`config.mk`:
```
export PLATFORM = sky130hd
export DESIGN_NAME = wav_apb_req_master
export DESIGN_NICKNAME = d
export VERILOG_FILES = /design/src/rtl/wav_apb_req_master.sv
export SDC_FILE = /design/constraint.sdc
export NUM_CORES = 1
export LEC_CHECK = 0
export CORE_ASPECT_RATIO = 1.2
export CORE_MARGIN = 2
export CORE_UTILIZATION = 42
export CTS_CLUSTER_DIAMETER = 60
export DETAILED_ROUTE_END_ITERATION = 12
export PLACE_DENSITY = 0.84
export SLEW_MARGIN = 20
export SYNTH_ARGS = -nofsm -noshare
export SYNTH_HDL_FRONTEND = slang
export SYNTH_SLANG_ARGS = --single-unit
```
`constraint.sdc`:
```
create_clock -name RegClk -period 2.1 [get_ports RegClk]
set_input_delay 0.525 -clock RegClk [delete_from_list [all_inputs] [get_ports RegClk]]
set_output_delay 0.525 -clock RegClk [all_outputs]
set_load 0.005 [all_outputs]
```
`src/rtl/wav_apb_req_master.sv`:
```
// Request/response to APB3 master bridge with one outstanding transfer.
// A PREADY timeout and a saturating error counter keep a hung slave observable.
module wav_apb_req_master #(
  parameter int ADDR_WIDTH     = 8,
  parameter int TIMEOUT_W      = 8,
  parameter int TIMEOUT_CYCLES = 255
) (
  input  logic                  RegClk,
  input  logic                  RegReset,
  input  logic                  req_valid,
  output logic                  req_ready,
  input  logic                  req_write,
  input  logic [ADDR_WIDTH-1:0] req_addr,
  input  logic [31:0]           req_wdata,
  output logic                  rsp_valid,
  input  logic                  rsp_ready,
  output logic [31:0]           rsp_rdata,
  output logic                  rsp_err,
  output logic                  rsp_timeout,
  output logic [7:0]            err_count,
  output logic                  PSEL,
  output logic                  PENABLE,
  output logic                  PWRITE,
  output logic [ADDR_WIDTH-1:0] PADDR,
  output logic [31:0]           PWDATA,
  input  logic                  PREADY,
  input  logic                  PSLVERR,
  input  logic [31:0]           PRDATA
);

  typedef enum logic [1:0] {IDLE, SETUP, ACCESS, RESP} state_t;

  localparam bit TIMEOUT_EN = (TIMEOUT_CYCLES != 0);
  localparam logic [TIMEOUT_W-1:0] TIMEOUT_LAST =
    TIMEOUT_W'(TIMEOUT_EN ? TIMEOUT_CYCLES - 1 : 0);

  state_t               state;
  logic [TIMEOUT_W-1:0] wait_cnt;
  logic                 timed_out;
  logic                 finish;

  // Abort fires on the last allowed ACCESS cycle; PREADY in that same cycle still wins.
  assign timed_out = TIMEOUT_EN && (wait_cnt == TIMEOUT_LAST);
  assign finish    = PREADY || timed_out;

  always_ff @(posedge RegClk) begin
    if (RegReset) begin
      state       <= IDLE;
      wait_cnt    <= '0;
      req_ready   <= 1'b0;
      rsp_valid   <= 1'b0;
      rsp_rdata   <= '0;
      rsp_err     <= 1'b0;
      rsp_timeout <= 1'b0;
      err_count   <= '0;
      PSEL        <= 1'b0;
      PENABLE     <= 1'b0;
      PWRITE      <= 1'b0;
      PADDR       <= '0;
      PWDATA      <= '0;
    end else begin
      unique case (state)
        IDLE: begin
          if (req_valid && req_ready) begin
            PWRITE    <= req_write;
            PADDR     <= req_addr;
            PWDATA    <= req_wdata;
            PSEL      <= 1'b1;
            req_ready <= 1'b0;
            state     <= SETUP;
          end else begin
            req_ready <= 1'b1;
          end
        end
        SETUP: begin
          PENABLE  <= 1'b1;
          wait_cnt <= '0;
          state    <= ACCESS;
        end
        ACCESS: begin
          if (finish) begin
            PSEL        <= 1'b0;
            PENABLE     <= 1'b0;
            rsp_valid   <= 1'b1;
            rsp_timeout <= !PREADY;
            rsp_err     <= PREADY ? PSLVERR : 1'b1;
            rsp_rdata   <= (PREADY && !PWRITE) ? PRDATA : '0;
            if ((!PREADY || PSLVERR) && (err_count != 8'hFF)) begin
              err_count <= err_count + 8'd1;
            end
            state <= RESP;
          end else begin
            wait_cnt <= wait_cnt + 1'b1;
          end
        end
        RESP: begin
          if (rsp_ready) begin
            rsp_valid <= 1'b0;
            req_ready <= 1'b1;
            state     <= IDLE;
          end
        end
        default: state <= IDLE;
      endcase
    end
  end

endmodule

```
Word-level counts from Yosys, hierarchy flattened
Index checks and enable logic that the tools add are counted.
Storage, ports and cells
  flip-flop bits (word level): 97
  bits of input ports: 79
  logic and storage cells: 63
Operators by class
  add/subtract/negate cells: 2
  equal/unequal tests: 9
  multiplexer cells: 18
  reduce and logical (&&, ||, !) cells: 21
Operators by type and width (number)
  32-bit two-way mux: 1
  8-bit by 1-bit adder with 8-bit output, second input constant: 2
  8-bit case mux with 2 select lines: 1
  3-bit AND reduction: 4
  2-bit AND reduction: 5
  8-bit equality test, second input constant: 1
  8-bit two-way mux: 1
  2-bit != test, second input constant: 4
  8-bit != test, second input constant: 1
  1-bit case mux with 2 select lines: 4
  2-bit case mux with 4 select lines: 1
  2-bit nonzero test: 4
  1-bit two-way mux: 7
  2-bit two-way mux: 3
  2-bit equality test, second input constant: 2
  1-bit logical AND: 3
  2-bit by 1-bit equality test with 1-bit output, second input constant: 1
  1-bit logical NOT: 2
  2-bit logical NOT: 1
  1-bit logical OR: 2

Depth between registers and ports, before layout
  depth after elaboration: 4
  depth in mapped cells: 8

Worst setup path after synthesis
No wires, ideal clock.
  path type: input to register
  start point: input PREADY
  end point: register err_count[0]
  library setup time: 0.121 ns
  data arrival time: 1.710 ns
  path slack: 0.270 ns
  cell stages on the path: 6
  path through: buf_6 and4b_1 a22oi_2 buf_6 nor3_1 mux2_2
On the way
  word-level cells in the longest chain between the ends: 4
  elaborated cells on any way between the ends: 5
  those cells by class: reduce/logical: 5
RTL lines
  start: declaration: RTL line 26  | input logic PREADY,
  1-bit logical NOT: RTL line 88  | if ((!PREADY || PSLVERR) && (err_count != 8'hFF)) begin
  1-bit logical OR: RTL line 88
  1-bit logical AND: RTL line 88
  3-bit AND reduction (no line) (*)
  end signal: assignment: RTL line 89  | err_count <= err_count + 8'd1;
  end: declaration: RTL line 20  | output logic [7:0] err_count,
Every way passes the cells marked *; elsewhere a longest branch is shown, timed or not.
A chain may end at the register's enable or synchronous reset.

Final worst setup path
  start point: register state[0]
  end point: register rsp_rdata[11]
On the way
  word-level cells in the longest chain between the ends: 2
RTL lines
  start: declaration: RTL line 37  | state_t state;
  start signal: assignment: RTL line 48  | state <= IDLE;
  start signal: assignment: RTL line 70  | state <= SETUP;
  start signal: assignment: RTL line 78  | state <= ACCESS;
  2-bit equality test: RTL line 62  | unique case (state)
  2-bit AND reduction (no line)
  end signal: assignment: RTL line 87  | rsp_rdata <= (PREADY && !PWRITE) ? PRDATA : '0;
  end: declaration: RTL line 17  | output logic [31:0] rsp_rdata,
Every way passes these cells.

==> impl_metrics.yaml <==
run_status:
  status: "completed"
die:
  die_height_um: 107
  core_rows: 37
  start_util_pct: 43.2
  placeableCoreArea_um2: 8610
  io_pins: 166
  die_width_um: 89.9
  die_area_um2: 9630
synthesis:
  synth_top_family_by_area: "compound AO/OA/AOI/OAI gates"
  postSynthNetCount: 498
  synth_edf_count: 0
  post_synth_inst_count: 412
  post_synth_xor_area_fraction_pct: 0
  yosys.area_share.simple_pct: 19.2
  synth_compound_area_share_pct: 20.7
  flip_flop_and_latch_count_after_synthesis: 97
  synthFlopType: "sky130_fd_sc_hd__dfxtp_1"
  synth.area.mux_share_pct: 1.18
  ys.warnings.count: 0
  post_synthesis_average_cell_area_um2: 9.03
  synth-seq-area-share_pct: 52.2
  netlist-cell-type-count: 45
  synth.cell_area_um2: 3720
  post_synthesis_async_set_or_reset_flop_share_pct: 0
  synth_fa_ha_area_share_pct: 2.35
timing:
  setup_total_negative_slack_ps: 0
  hold_slack_ps: 455
  tightestPinTransition_ps: 679
  max_freq_mhz: 507
  finClkSkew_ps: 11.7
  finalWorstPathRequiredPeriod_ps: 1970
  final_hold_violating_endpoints: 0
  relSlewSlack_pct: 54.6
  layout_worst_path_cycle_share_pct: 94.0
  setup_violations: 0
  grt_setup_unrepaired: "false"
  final_max_slew_viol_count: 0
setup_path:
  cp-end-kind: "flop"
  worst-path-buf-inv: 1
  maximum_fanout_along_the_worst_path: 30
  cp_cell_sequence: "inv_1 -> ha_1 -> nand4_1 -> o21ai_0 -> nor2_4 -> a22o_1"
  r2r-start: "state[0]$_SDFFE_PP0P_"
  worstPathArrival_ps: 2260
  crit_path_top_delay_cell: "sky130_fd_sc_hd__nor2_4"
  timing.critical_path.max_delay_family: "simple AND/OR/NAND/NOR gates"
  start_kind: "flop"
  worst_setup_path_startpoint: "state[0]$_SDFFE_PP0P_"
  critical_path_required_ps: 2380
  path_class: "reg -> reg"
  timing.critical_path.slowest_cell_delay_ps: 580
hold_path:
  holdCritPathClass: "reg -> reg"
  min_delay_src: "rsp_rdata[6]$_SDFFE_PP0P_"
finish:
  syn_to_final_growth_pct: 56.0
  antennaDiodeCount: 0
  fillers: 724
  finish.cell_count_without_fillers: 703
  nets_final: 667
  layout.cells.most_common_list: "sky130_fd_sc_hd__clkdlybuf4s50_1 (164), sky130_fd_sc_hd__dfxtp_1 (97), sky130_fd_sc_hd__nand2_1 (95), sky130_fd_sc_hd__a21oi_1 (51), sky130_fd_sc_hd__a22o_1 (29)"
  post_route_cells_drive_above_1_share_pct: 8.87
  final_common_cell: "sky130_fd_sc_hd__clkdlybuf4s50_1"
  finish.utilization_pct: 67.4
global_route:
  grt_first_pass_wirelength_um: 16700
  antenna_found_initial: 0
  global_route.overflow_total: 0
  pin_count_of_the_biggest_net_entering_global_routing: 73
  first_global_vias: 3515
  track_usage_pct: 20.9
cts:
  post-cts-setup-buffer-count: 0
  clkLatencyLatePin_ps: 350
  tritoncts.num_buffers: 9
  clockRootBuffer: "sky130_fd_sc_hd__clkbuf_8"
  numClockSinks: 97
  tritoncts: "yes"
  ctsLongestPathBuffers: 2
  clkSlewWorstSetupHoldPaths_ps: 90
  cts_max_level: 3
power_and_ir_drop:
  power_density_nw_per_um2: 835
  p_leak_nw: 2.08
  post-layout-total-power_mw: 4.85
  max-vdd-ir-drop_mv: 0.525
detailed_routing:
  detail_route.wirelength_um: 10200
  post_drt_via_cell_ratio: 5.17
  ant_nets: 0
  avgRoutedWirePerCell_um: 14.5
  number_of_search_and_repair_iterations_in_the_first_detailed_routing_pass: 4
  drt-initial-drc-count: 157
  detail_route.drc_violations: 0
  routed-via-count: 3638
place:
  port_buffers: 165
  finalWeightedCongestion: 0.870
  place.detailed.instances: 687
  detailed_place_hpwl_um: 7480
run:
  cap_viol_max_count: 0
[timing repair]
item | 4_1_cts | 5_1_grt
pin swaps | 0 | 1
setup endpoints to repair | 30 | 2
gates resized for setup | 1 | 2
hold buffers | 0 | 0
[routing by layer]
layer | wire (um) | global-route usage, %
met1 | 4160 | 24.8
met2 | 5120 | 36.6
met3 | 746 | 5.41
met4 | 182 | 7.58
met5 | 0 | 0
[registers in the layout, summed over array words and instances, names as in the netlist, 2 cells and up]
register,flops
PWDATA,32
rsp_rdata,32
PADDR,8
err_count,8
wait_cnt,8
state,2
[cell usage after synthesis (4+ instances only)]
cell type	number	area (um2)
sky130_fd_sc_hd__nand4_1	7	43.8
sky130_fd_sc_hd__o21a_1	4	30.0
sky130_fd_sc_hd__or4_1	4	30.0
sky130_fd_sc_hd__a22o_1	29	254
sky130_fd_sc_hd__nand2b_1	7	43.8
sky130_fd_sc_hd__nand2_1	95	357
sky130_fd_sc_hd__nor2b_1	5	31.3
sky130_fd_sc_hd__nor2_1	11	41.3
sky130_fd_sc_hd__buf_2	5	25.0
sky130_fd_sc_hd__a21oi_1	51	255
sky130_fd_sc_hd__o21ai_0	4	20.0
sky130_fd_sc_hd__o31ai_1	4	30.0
sky130_fd_sc_hd__ha_1	7	87.6
sky130_fd_sc_hd__inv_1	9	33.8
sky130_fd_sc_hd__nand3_1	9	45.0
sky130_fd_sc_hd__dfxtp_1	97	1940
sky130_fd_sc_hd__clkbuf_1	17	63.8
[through the flow]
stage	setup WS, ps	area, um2
finish	127	5810
global route	14.4	5810
CTS	102	5800
detailed placement	-429	5580
global placement	-277	5580
floorplan	270	3720
[cell type report]
class	count	area [um2]	share of cell area, %
multi-input combinational	278	1640	28.2
sequential	97	1940	33.4
inverter	9	33.8	0.582
timing repair buffer	186	1830	31.6
tap	117	146	2.52
clock inverter	5	63.8	1.10
clock buffer	11	151	2.61
[report_power, final]
group / total (mW) / internal [mW] / switching (mW) / leakage [nW]
clock: 1.28 / 0.623 / 0.654 / 0.106
sequential: 2.18 / 2.06 / 0.123 / 0.786
combinational: 1.39 / 0.765 / 0.622 / 1.19
total: 4.85 / 3.45 / 1.40 / 2.08
[worst paths after layout]
check,slack (ps),depth (start not counted),end
max reg2reg,130,6,rsp_rdata[11]$_SDFFE_PP0P_
max,130,6,rsp_rdata[11]$_SDFFE_PP0P_
min reg2reg,460,2,rsp_rdata[6]$_SDFFE_PP0P_
min,460,2,rsp_rdata[6]$_SDFFE_PP0P_
[kinds of logic (layout without fill, tap and decap cells)]
group | count (synthesis) | after routing
AO/OA/AOI/OAI | 113 | 113
flip-flops | 97 | 97
buffers and inverters | 37 | 211
multiplexers | 4 | 4
AND/OR/NAND/NOR | 154 | 154
adder cells (fa/ha/maj) | 7 | 7
[worst min-delay path, stage by stage (launching register included)]
cell	delay, ps
sky130_fd_sc_hd__dfxtp_1	320
sky130_fd_sc_hd__nand2_1	50
sky130_fd_sc_hd__a21oi_1	50
(Power assumes the default switching activity.)
==> RTL change 1 (same flow settings) <==
Re-encode `state_t` (4 states) as Gray code, 2 bits wide.
--- a/src/rtl/wav_apb_req_master.sv
+++ b/src/rtl/wav_apb_req_master.sv
@@ -30,3 +30,3 @@
 
-  typedef enum logic [1:0] {IDLE, SETUP, ACCESS, RESP} state_t;
+  typedef enum logic [1:0] {IDLE = 2'b00, SETUP = 2'b01, ACCESS = 2'b11, RESP = 2'b10} state_t;
 
Check against the original RTL: same outputs for any inputs over 10 cycles, from zero or initial values and one cycle with RegReset high; not proved beyond that.
==> RTL change 1 against the unedited design <==
  * Sequential cell count unchanged
  * Wire length down 1.6%
  * Synthesized cell count down 5.8%
  * Setup slack better by 0.090 ns
  * First-iteration DRC count down 20%
  * Utilization up 1.1 points
  * Largest cell class unchanged
  * Maximum frequency up 4.8%
  * Die area down 4.8%
  * Count of clock-buffer cells in the layout down 2
  * Synthesized area down 5.0%
  * Design area down 3.8%
Power is not compared: it rests on default switching activity, and its combinational part moved more than twofold at a synthesized area within 25%.
==> RTL change 1: results <==
metrics = {
    "status": {
        "status": "complete, no violations",
    },
    "critical_path": {
        "critPathTopFamily": "buffers and inverters",
        "cpPeakStageDelay_ns": 0.56,
        "arrival_ns": 1.36,
        "crit_path_max_fanout": 7,
        "crit_slowest_cell": "clkdlybuf4s50_1",
    },
    "global_route": {
        "use_met1_pct": 25.49,
        "grtUsageMet3_pct": 5.476,
        "use_met2_pct": 37.12,
        "grt_pass1_wl_mm": 16.02,
    },
    "place": {
        "dp_slack_ns": 0.003938,
        "hpwlAfterDp_mm": 7.357,
        "place_inst": 656,
        "gp_congestion": 0.9387,
    },
    "sta": {
        "skew_ns": 0.01778,
        "slew_headroom_pct": 70.53,
    },
    "yosys": {
        "synthesis.nets": 470,
        "ys_top_cells_by_area": "dfxtp_1 55%, nand2_1 9.8%, a21oi_1 8.1%",
        "synth.distinct_cells": 36,
        "synth_mux_area_share_pct": 0.2831,
        "synthAdderAreaFrac_pct": 1.062,
        "ys_seq_area_share_pct": 54.92,
        "synthTopCellsByCount": "97 x dfxtp_1, 92 x nand2_1, 57 x a21oi_1",
        "synth_compound_area_share_pct": 22.40,
    },
    "routing": {
        "drtIter0Drc": 125,
        "wl_per_cell_um": 14.94,
        "vias": 3393,
    },
    "clock_tree": {
        "h-tree-depth": 3,
        "post_cts_resize_count": 0,
        "clock_path_buffers": 2,
    },
    "layout": {
        "buffer_area_share_pct": 32.41,
        "clockNetworkAreaShare_pct": 3.294,
        "multi_input_area_um2": 1486,
        "seq_share_pct": 34.78,
        "multi_input_area_share_pct": 26.62,
        "layout.nets": 635,
        "n_all_inverters": 5,
        "drive_gt1_share_pct": 7.168,
        "fillCellCount": 631,
        "buffers": 180,
    },
}
[RTL change 1: cell types whose count changed after synthesis, moves of 4 or more]
| cell | unedited run | this run |
|---|---|---|
| a211oi_1 | 3 | 7 |
| a21oi_1 | 51 | 57 |
| ha_1 | 7 | 3 |
| inv_1 | 9 | 5 |
| nand2b_1 | 7 | 3 |
| nor2_1 | 11 | 7 |
| or3_1 | 0 | 5 |
[RTL change 1: worst paths after layout]
| check | cells past startpoint | startpoint | end | slack [ns] |
|---|---|---|---|---|
| worst max-delay path | 1 | err_count[3] | err_count[3] | 0.22 |
| worst min-delay path | 2 | PWDATA[22] | PWDATA[22] | 0.46 |
| worst max register to register | 7 | wait_cnt[0] | rsp_rdata[13] | 0.26 |
| worst min register to register | 2 | PWDATA[22] | PWDATA[22] | 0.46 |
[RTL change 1: per-layer routing]
metal	wire [um]	part of all wire (%)
met5	0	0
met4	278	2.8
met3	587	5.8
met2	5107	51
met1	4066	40
==> RTL change 2 (same flow settings) <==
Made on the original files. `ADDR_WIDTH`: 8 -> 7.
--- a/src/rtl/wav_apb_req_master.sv
+++ b/src/rtl/wav_apb_req_master.sv
@@ -3,3 +3,3 @@
 module wav_apb_req_master #(
-  parameter int ADDR_WIDTH     = 8,
+  parameter int ADDR_WIDTH     = 7,
   parameter int TIMEOUT_W      = 8,
Interface: changed (resized PADDR and req_addr); port bits go from 166 to 164. The function was not compared with the original's and may differ.
==> RTL change 2 against the unedited design <==
  * Synthesized area decreased by 0.97%
  * Wire length up 2.6%
  * Sequential power about the same
  * Sequential cell count is 1 lower
  * Design area shrank 1.1%
  * Power shrank 1.3%
  * Setup slack worse by 0.011 ns
  * Synthesized cell count decreased by 0.97%
  * Critical endpoint is now err_count[0]
  * Largest cell class unchanged
==> RTL change 2: results <==
metrics = {
    "routing": {
        "drtIter0Drc": 184,
        "vias_per_cell": 5.164,
        "wl_met1_mm": 4.175,
        "dr_wl_met3_um": 431,
        "wl_per_cell_um": 15.03,
        "routed_wl_mm": 10.48,
    },
    "yosys": {
        "ys_seq_area_share_pct": 52.14,
        "netlist_instances": 408,
        "ys_top_cells_by_area": "dfxtp_1 52%, nand2_1 10%, a21oi_1 7.1%",
        "synth_mux_area_share_pct": 1.731,
        "synthTopCellsByCount": "98 x nand2_1, 96 x dfxtp_1, 52 x a21oi_1",
        "synth_compound_area_share_pct": 20.23,
        "synthAdderAreaFrac_pct": 2.376,
    },
    "critical_path": {
        "crit_path_max_fanout": 9,
        "cpPeakStageDelay_ns": 0.43,
        "crit_slowest_cell": "clkdlybuf4s50_1",
    },
    "layout": {
        "clock_buffers": 10,
        "layout.comb_gates.multi_input": 279,
        "n_all_inverters": 5,
        "clockNetworkAreaShare_pct": 3.248,
        "buffers": 185,
        "seq_share_pct": 33.48,
        "layout.nets": 661,
        "fillCellCount": 713,
        "buffer_area_share_pct": 31.87,
        "drive_gt1_share_pct": 8.621,
        "diodes": 0,
        "multi_input_area_um2": 1638,
        "seq_cell_count": 96,
    },
    "clock_tree": {
        "post_cts_resize_count": 0,
        "cts_setup_buffers": 0,
    },
    "power_and_ir_drop": {
        "clk-power_uw": 1170,
        "leakagePower_uw": 0.002071,
        "switching_power_uw": 1386,
        "comb_cell_power_uw": 1430,
    },
    "place": {
        "hpwlAfterDp_mm": 7.796,
        "port_buffers": 163,
        "gp_congestion": 0.9234,
    },
    "global_route": {
        "use_met2_pct": 38.31,
        "grt_max_degree": 41,
        "grt.total_usage_pct": 21.99,
        "use_met1_pct": 25.66,
        "grtUsageMet3_pct": 4.234,
        "grt_pass1_wl_mm": 16.62,
    },
    "sta": {
        "skew_ns": 0.01147,
        "worstMarginPinSlew_ns": 0.4322,
    },
    "status": {
        "status": "complete, no violations",
    },
}
==> RTL change 2: changes by cell type in the layout (fill, tap and decap cells not counted), moves of 3 or more <==
| cell | change |
|---|---|
| nand2_1 | +3 |
| nand2b_1 | -3 |
| inv_1 | -4 |
| nand3_1 | -5 |
==> RTL change 2: path summary, 6_finish.rpt <==
kind	from	to	slack (ns)	cells past startpoint
max	PREADY	err_count[0]	0.12	5
min	PWDATA[8]	PWDATA[8]	0.46	2
max reg2reg	state[0]	err_count[5]	0.15	7
min reg2reg	PWDATA[8]	PWDATA[8]	0.46	2
==> RTL change 2: per-stage QoR <==
step | worst slack, ns | area (um2) | utilization (%) | total power, uW
CTS | 0.1237 | 5741 | 67.03 | 4823
global route | 0.06073 | 5741 | 67.03 | 5056
detailed placement | -0.2379 | 5554 | 64.85 | 3657
floorplan | 0.06917 | 3686 | - | 2843
finish | 0.1161 | 5741 | 67.03 | 4782
global placement | -0.1651 | 5554 | 64.85 | 3610
